==> config.mk <==
export PLATFORM = sky130hd
export DESIGN_NAME = axi_arbiter_wr
export DESIGN_NICKNAME = d
export VERILOG_FILES = /design/src/rtl/axi_arbiter_wr.sv
export SDC_FILE = /design/constraint.sdc
export NUM_CORES = 1
export LEC_CHECK = 0
export CORE_MARGIN = 2
export CORE_UTILIZATION = 52
export CTS_CLUSTER_DIAMETER = 50
export DETAILED_ROUTE_END_ITERATION = 8
export DONT_BUFFER_PORTS = 1
export PLACE_DENSITY = 0.68
export SYNTH_ARGS = -nofsm -noshare
export SYNTH_HDL_FRONTEND = slang
export SYNTH_SLANG_ARGS = --single-unit
==> constraint.sdc <==
create_clock -name clk_i -period 2.8 [get_ports clk_i]
set_input_delay 0.42 -clock clk_i [delete_from_list [all_inputs] [get_ports clk_i]]
set_output_delay 0.42 -clock clk_i [all_outputs]
set_load 0.01 [all_outputs]
==> src/rtl/axi_arbiter_wr.sv <==
// Two-master AXI write-path arbiter: AW grant, W-channel lock until WLAST, in-order B routing FIFO.
// Define AXI_WR_ARB_FIXED_PRIO_EN to make m0 win every IDLE tie instead of round-robin.
module axi_arbiter_wr #(
    parameter int BFIFO_DEPTH = 4
) (
    input  logic clk_i,
    input  logic rst_ni,
    input  logic m0_AWVALID,
    input  logic m1_AWVALID,
    input  logic awready,
    input  logic wvalid,
    input  logic wready,
    input  logic wlast,
    input  logic bvalid,
    input  logic bready,
    output logic m0_wgrnt,
    output logic m1_wgrnt,
    output logic w_sel,
    output logic w_sel_valid,
    output logic b_sel,
    output logic b_sel_valid,
    output logic bfifo_full
);

    localparam int PW = $clog2(BFIFO_DEPTH);
    localparam logic [PW:0] PTR_ONE = {{PW{1'b0}}, 1'b1};

    typedef enum logic [1:0] {
        IDLE = 2'd0,
        ADDR = 2'd1,
        DATA = 2'd2
    } state_t;

    state_t state_q, state_d;
    logic   gnt_q, gnt_d;
    logic   last_q, last_d;

    logic [PW:0]            wr_ptr_q, rd_ptr_q;
    logic [BFIFO_DEPTH-1:0] bfifo_q;

    logic aw_hs, w_last_hs, push, pop, empty, full;

    assign aw_hs     = (gnt_q ? m1_AWVALID : m0_AWVALID) & awready;
    assign w_last_hs = wvalid & wready & wlast;
    assign push      = (state_q == DATA) & w_last_hs;

    // Pointers carry one extra bit so equal indices can be told apart as empty or full.
    assign empty = (wr_ptr_q == rd_ptr_q);
    assign full  = (wr_ptr_q[PW] != rd_ptr_q[PW]) &&
                   (wr_ptr_q[PW-1:0] == rd_ptr_q[PW-1:0]);
    assign pop   = bvalid & bready & ~empty;

    // NOTE: state registers use non-blocking assignments so every flop samples pre-edge values.
    always_ff @(posedge clk_i or negedge rst_ni) begin
        if (!rst_ni) begin
            state_q <= IDLE;
            gnt_q   <= 1'b0;
            last_q  <= 1'b1;
        end else begin
            state_q <= state_d;
            gnt_q   <= gnt_d;
            last_q  <= last_d;
        end
    end

    // NOTE: every combinational output gets a default first, so no path can infer a latch.
    always_comb begin
        state_d     = state_q;
        gnt_d       = gnt_q;
        last_d      = last_q;
        m0_wgrnt    = 1'b0;
        m1_wgrnt    = 1'b0;
        w_sel       = gnt_q;
        w_sel_valid = 1'b0;

        unique case (state_q)
            IDLE: begin
                if (!full) begin
                    unique case ({m1_AWVALID, m0_AWVALID})
                        2'b01: begin
                            gnt_d   = 1'b0;
                            state_d = ADDR;
                        end
                        2'b10: begin
                            gnt_d   = 1'b1;
                            state_d = ADDR;
                        end
                        2'b11: begin
`ifdef AXI_WR_ARB_FIXED_PRIO_EN
                            gnt_d   = 1'b0;
`else
                            gnt_d   = ~last_q;
`endif
                            state_d = ADDR;
                        end
                        default: ;
                    endcase
                end
            end
            ADDR: begin
                m0_wgrnt = ~gnt_q;
                m1_wgrnt = gnt_q;
                if (aw_hs) state_d = DATA;
            end
            DATA: begin
                w_sel_valid = 1'b1;
                if (w_last_hs) begin
                    last_d  = gnt_q;
                    state_d = IDLE;
                end
            end
            default: state_d = IDLE;
        endcase
    end

    // NOTE: the FIFO storage is reset too; it is only a few bits and keeps b_sel at 0 out of reset.
    always_ff @(posedge clk_i or negedge rst_ni) begin
        if (!rst_ni) begin
            wr_ptr_q <= '0;
            rd_ptr_q <= '0;
            bfifo_q  <= '0;
        end else begin
            if (push) begin
                bfifo_q[wr_ptr_q[PW-1:0]] <= gnt_q;
                wr_ptr_q                  <= wr_ptr_q + PTR_ONE;
            end
            if (pop) rd_ptr_q <= rd_ptr_q + PTR_ONE;
        end
    end

    assign b_sel       = bfifo_q[rd_ptr_q[PW-1:0]];
    assign b_sel_valid = ~empty;
    assign bfifo_full  = full;

endmodule
==> results of run 1 <==
==> layout make-up <==
type                    instances  area share
repair buffers                  1     0.01124
well taps                      16     0.02247
inverters                       7     0.02949
multi-input cells              49      0.5014
flip-flops and latches         14      0.3947
clock buffers                   4     0.04073
==> cell families after synthesis <==
family / Yosys count / share of synthesized area
mux: 9 / 0.1420
xor+xnor: 8 / 0.1106
compound gates: 9 / 0.09568
flops: 14 / 0.4200
fa+ha+maj: 5 / 0.07474
buf+inv: 10 / 0.04634
simple gates: 18 / 0.1106
==> registers in the layout, indices dropped and copies added, names as in the netlist <==
signal / flops
w_sel: 1
wr_ptr_q: 3
last_q: 1
state_q: 2
rd_ptr_q: 3
bfifo_q: 4
==> through the flow <==
step	hold slack, ns	cells
2_1_floorplan	0.1244	73
3_3_place_gp	0.1247	86
3_5_place_dp	0.1248	86
4_1_cts	0.3120	91
5_1_grt	0.3117	91
6_report	0.3119	91
==> routing by layer <==
layer  GRT usage  part of all wire  up-vias
met4     0.09697             0.023        0
met2      0.2706              0.48       14
met5           0                 0        -
met1      0.2005              0.45      267
met3     0.02857             0.043        4
li1            -                 -      256
==> final timing paths <==
path / start / endpoint
min in group asynchronous: rst_ni / w_sel$_DFFE_PN0P_
max in group asynchronous: rst_ni / rd_ptr_q[1]$_DFFE_PN0P_
worst max register to register: state_q[0]$_DFFE_PN0P_ / bfifo_q[3]$_DFFE_PN0P_
worst min register to register: bfifo_q[1]$_DFFE_PN0P_ / bfifo_q[1]$_DFFE_PN0P_
worst min-delay path: m1_AWVALID / w_sel$_DFFE_PN0P_
worst max-delay path: rd_ptr_q[0]$_DFFE_PN0P_ / b_sel
==> power by group <==
group          leakage (nW)  total [mW]  switching [mW]  internal (mW)
Combinational         0.213       0.402           0.213          0.188
Sequential            0.177       0.403           0.118          0.285
Clock                0.0210       0.141          0.0622         0.0790
==> cells in the final DEF (no fill, tap or decap), types with 2 or more instances in the layout <==
master,instances
clkbuf_4,3
nand2_1,2
xor2_1,3
nand2b_1,2
xnor2_2,3
nand3_1,7
nor2_1,4
dfrtp_1,13
xnor2_1,2
o21ai_0,2
mux2_2,6
ha_1,5
inv_1,7
==> metrics.md, run 1 <==
| Metric | Value |
|---|---|
| Placed Area | `844.6 µm²` |
| Global route overflow | `0` |
| Cell Area, Synth | `around 840 µm²` |
| Final worst path period need | `between 1.5 and 2 ns` |
| Iteration-0 DRC Markers | `7` |
| Synth cell types | `28` |
| Gpl congestion | `0.6850` |
| Port bufs | `0` |
| Top_reg_cell synth | `dfrtp_1` |
| CTS tree | `built` |
| Dpl hpwl | `1052 µm` |
| Async SR Flop Fraction | `1.000` |
| Register Area | `about 350 µm²` |
| Placement Setup Slack | `1.247 ns` |
| Highest Clock Rate | `543.1 MHz` |
| Worst R2R Path Depth | `3` |
| Per-cell routed wire length | `14.73 µm` |
| Max Buffers Root-to-Sink | `2` |
| Synth top area share | `0.3886` |
| Antenna viol nets, final | `0` |
| Area of the multi-input gates | `446.7 µm²` |
| Slew @ Worst Pin | `0.6385 ns` |
| Die Area | `1947 µm²` |
| Hold Buf Count CTS | `1` |
| Clock Tree Root | `clkbuf_4` |
| Synth Net Count | `88` |
| I/O pin total | `17` |
| DRC errors left | `0` |
| Arr. time, crit path | `1.42 ns` |
| Synthesized instance count | `73` |
| Hold path cells | `2` |
| WP buf/inv | `0` |
| Yosys synthesis warning count | `0` |
| Synth Register Bits | `14` |
| # fillers | `between 100 and 150` |
| Fin area | `890.9 µm²` |
| Sequential fraction of the synthesis area | `0.4200` |
| Largest cells by area after synthesis | `dfrtp_1, mux2_2, ha_1, xnor2_2, nand3_1` |
| WL final | `1340 µm` |
| DRT Pass-1 Iters | `4` |
| Endpoints failing setup | `0` |
| Layout cells sized above 1 | `0.2267` |
| Resize count post-CTS | `0` |
| Total track usage | `0.1641` |
| Setup TNS | `0 ns` |
| PwrDens | `about 1100 nW/µm²` |
| Maximum vdd drop | `0.6030 mV` |
| Die Ht | `44.12 µm` |
| Worst clock skew | `0.004788 ns` |
| Nets | `91` |
| RSZ-0062 raised after global routing | `false` |
| Crit path depth | `1` |
| Initial antenna violation count | `0` |
| Vias/cell | `5.945` |
| Crit path max-delay family | `multiplexers` |
| Most frequent cell after synthesis | `dfrtp_1` |
| Pin count of the biggest net entering global routing | `15` |
| Status | `complete, no violations` |
| CP endpoint kind | `primary output` |
| Clock-pin slew on the worst setup and hold paths | `approximately 0.08 ns` |
| Skew-Pair Late Insertion Delay | `approximately 0.27 ns` |
| Largest area contributor in the netlist | `dfrtp_1` |
| Syn Area/Cell | `11.47 µm²` |
| Vias | `541` |
| Number of global-route vias before repair | `approximately 540` |
| Slowest-stage cell, CP | `mux4_1` |
| Setup WS post-layout | `around 0.96 ns` |
| Layout area overhead | `6.427%` |
| Max-Slew Margin vs Limit | `0.5729` |
| Total power | `about 0.95 mW` |
| Critical path cell sequence | `mux4_1` |
| Type of the most critical hold path | `input port to register` |
| FF-to-FF setup slack | `1.25 ns` |
| Finished Core Util | `0.5914` |
| Final worst-path cycle share | `0.6576` |
| Startpoint type of the worst setup path | `register` |
| CP max FO | `5` |
| CP max stage delay | `0.66 ns` |
| # rows | `14` |
| Req. time, crit path | `2.38 ns` |
| Die W | `approximately 44 µm` |
| Max_cap viols | `0` |
| CTS Sinks | `14` |
| Postcts setup bufs | `0` |
| EDFF count, synth | `0` |
| Initial Util | `0.5556` |
| Core area | `1506 µm²` |
| H-tree depth | `1` |
| Global-route wire length before repair | `2290 µm` |
| Pleak | `0.4110 nW` |
| Max Slew Vio Count | `0` |
| Final hold viol count | `0` |
| Total CTS buffers | `3` |
| Diodes inserted | `0` |
| Post-synth top cells | `dfrtp_1, inv_1, nand3_1` |
| Crit Path Category | `register to primary output` |
No activity file was read; power rests on OpenSTA's default activity.
==> run 2, diff against run 1 <==
--- a/config.mk
+++ b/config.mk
@@ -10,7 +10,7 @@
 export CTS_CLUSTER_DIAMETER = 50
 export DETAILED_ROUTE_END_ITERATION = 8
 export DONT_BUFFER_PORTS = 1
-export PLACE_DENSITY = 0.68
+export PLACE_DENSITY = 0.71
 export SYNTH_ARGS = -nofsm -noshare
 export SYNTH_HDL_FRONTEND = slang
 export SYNTH_SLANG_ARGS = --single-unit
==> constraint.sdc (replaced) <==
create_clock -name clk_i -period 1.5 [get_ports clk_i]
set_input_delay 0.225 -clock clk_i [delete_from_list [all_inputs] [get_ports clk_i]]
set_output_delay 0.225 -clock clk_i [all_outputs]
set_load 0.01 [all_outputs]
==> run 2 against run 1 <==
Against the previous run:
- first-iteration DRC count is 14% lower
- highest routed layer unchanged
- critical path depth stayed put
- critical path type unchanged
- die area stayed put
- clock skew is 0.0032 ns lower
- worst setup slack worse by 0.94 ns
- clock-buffer cell count stayed put
- critical endpoint unchanged
- routed wire length is 6.9% higher
- cell count is 3.3% higher
- combinational power grew to 2.5 times the previous value
- largest cell class unchanged
- sequential power is 94% higher
==> metrics.md, run 2 (synthesis results as in run 1) <==
| Metric | Value |
|---|---|
| Status | `complete, no violations` |
| Skew-Pair Late Insertion Delay | `0.28 ns (about the same)` |
| Layout cells sized above 1 | `0.3333 (+0.1067)` |
| Placement Setup Slack | `0.1305 ns (-1.117 ns)` |
| Worst R2R Path Depth | `4 (+1)` |
| DRC errors left | `0 (unchanged)` |
| Setup WS post-layout | `0.02014 ns (-0.9387 ns)` |
| Maximum vdd drop | `0.9419 mV (+56%)` |
| Clock Tree Root | `clkbuf_4` |
| Max-Slew Margin vs Limit | `0.5767 (+0.003745)` |
| Gpl congestion | `0.7459 (+8.9%)` |
| Hold path cells | `2 (unchanged)` |
| Max FFs per register | `4 (unchanged)` |
| WP buf/inv | `0 (unchanged)` |
| Pin count of the biggest net entering global routing | `15 (unchanged)` |
| Max_cap viols | `0 (unchanged)` |
| Dpl hpwl | `1021 µm (-2.9%)` |
| # rows | `14 (unchanged)` |
| Diodes inserted | `0 (unchanged)` |
| Crit path depth | `1 (unchanged)` |
| CTS Sinks | `14 (unchanged)` |
| Nets | `94 (+3.3%)` |
| Worst clock skew | `0.001552 ns (-0.003236 ns)` |
| Critical path cell sequence | `mux4_2` |
| Die Ht | `44.12 µm (unchanged)` |
| H-tree depth | `1 (unchanged)` |
| RSZ-0062 raised after global routing | `true` |
| Initial Util | `0.5556 (unchanged)` |
| Layout area overhead | `15.40%` |
| I/O pin total | `17 (unchanged)` |
| Final hold viol count | `0 (unchanged)` |
| Final worst path period need | `1.480 ns` |
| Total CTS buffers | `3 (unchanged)` |
| CP max stage delay | `0.56 ns (-0.10 ns)` |
| Most common cell after layout, fill and taps aside | `dfrtp_1` |
| Endpoints failing setup | `0 (unchanged)` |
| Per-cell routed wire length | `15.24 µm (+3.5%)` |
| WL final | `1433 µm (+6.9%)` |
| Global route overflow | `0 (unchanged)` |
| Slowest-stage cell, CP | `mux4_2` |
| Startpoint type of the worst setup path | `register` |
| Global-route wire length before repair | `2359 µm (+3.0%)` |
| Highest Clock Rate | `675.7 MHz` |
| CP endpoint kind | `primary output` |
| Arr. time, crit path | `1.25 ns (-0.17 ns)` |
| Crit path max-delay family | `multiplexers` |
| Vias/cell | `5.713 (-3.9%)` |
| Most frequent cells in the layout | `dfrtp_1, inv_1, nand3_1` |
| Top reg by flops | `bfifo_q` |
| Number of global-route vias before repair | `504 (-5.8%)` |
| Max Buffers Root-to-Sink | `2 (unchanged)` |
| CP max FO | `2 (-3)` |
| Slew @ Worst Pin | `0.6329 ns (-0.005598 ns)` |
| Pleak | `0.4194 nW (+2.1%)` |
| # fillers | `114 (-16%)` |
| DRT Pass-1 Iters | `3 (-1)` |
| Req. time, crit path | `1.27 ns (-1.11 ns)` |
| Top Registers | `bfifo_q x4, rd_ptr_q x3, wr_ptr_q x3` |
| Type of the most critical hold path | `input port to register` |
| Max Slew Vio Count | `0 (unchanged)` |
| Initial antenna violation count | `0 (unchanged)` |
| PwrDens | `2079 nW/µm² (+96%)` |
| Crit Path Category | `register to primary output` |
| Iteration-0 DRC Markers | `6 (-1)` |
| Core area | `1506 µm² (unchanged)` |
| Antenna viol nets, final | `0 (unchanged)` |
| Vias | `537 (-0.74%)` |
| Port bufs | `0 (unchanged)` |
| Fin cells | `94 (+3.3%)` |
| Total track usage | `0.1697 (+0.005592)` |
| Die W | `44.12 µm (unchanged)` |
| Clock-pin slew on the worst setup and hold paths | `0.08 ns (about the same)` |
| Placed cells | `87 (+1.2%)` |
| Die Area | `1947 µm² (unchanged)` |
| Worst hold slack | `0.1171 ns (-0.1947 ns)` |
| Final worst-path cycle share | `0.9866` |
| CTS tree | `built` |
[run 2: path summary, 6_finish.rpt]
kind | slack, ns | from | endpoint
setup / recovery | 0.02 | rd_ptr_q[0]$_DFFE_PN0P_ | b_sel
setup reg to reg | 0.11 | rd_ptr_q[0]$_DFFE_PN0P_ | rd_ptr_q[1]$_DFFE_PN0P_
min in group asynchronous | 0.40 | rst_ni | rd_ptr_q[2]$_DFFE_PN0P_
max in group asynchronous | 0.65 | rst_ni | rd_ptr_q[0]$_DFFE_PN0P_
hold / removal | 0.12 | m1_AWVALID | w_sel$_DFFE_PN0P_
hold reg to reg | 0.52 | bfifo_q[1]$_DFFE_PN0P_ | bfifo_q[1]$_DFFE_PN0P_
[run 2: final cells by class]
class / count / area (µm²) / share of cell area
multi-input cells: 49 / 490.5 / 0.5078
flip-flops and latches: 14 / 357.8 / 0.3705
repair buffers: 4 / 45.04 / 0.04663
clock buffers: 4 / 26.28 / 0.02720
inverters: 7 / 26.28 / 0.02720
well taps: 16 / 20.02 / 0.02073
[run 2: power by group]
| part | internal, mW | leakage [nW] | total, mW | switching [mW] |
|---|---|---|---|---|
| Sequential | 0.543 | 0.170 | 0.781 | 0.238 |
| Clock | 0.103 | 0.0150 | 0.222 | 0.119 |
| Combinational | 0.515 | 0.234 | 1.01 | 0.490 |
| Total | 1.16 | 0.419 | 2.01 | 0.848 |
[run 2: through the flow]
step                total power, mW  utilization  setup TNS [ns]  instance area, µm²
finish                        2.009       0.6412               0               965.9
global placement              1.486       0.5656               0               852.1
CTS                           1.930       0.6213               0               935.9
floorplan                     1.371            -               0               837.1
global route                  2.166       0.6412         -0.1049               965.9
detailed placement            1.514       0.5656               0               852.1
[run 2: repair_timing]
action                                  CTS  global route
pin swaps                                 0             1
setup buffers                             1             1
resized for setup                         6             5
gates cloned                              0             0
endpoints found under the hold margin    14             0
hold buffers                              1             0
endpoints found under the setup margin    3             2
[run 2: per-layer routing]
metal | share of wire | routed length (µm) | GRT usage
met1 | 0.49 | 707 | 0.2314
met2 | 0.46 | 661 | 0.2618
met3 | 0.036 | 52 | 0.03673
met4 | 0.0077 | 11 | 0.07273
met5 | 0 | 0 | 0
[run 2: worst register-to-register path, stage by stage (launching register included)]
cell,delay [ns]
dfrtp_2,0.45
buf_12,0.15
xnor2_4,0.14
a31oi_4,0.23
mux2_4,0.31
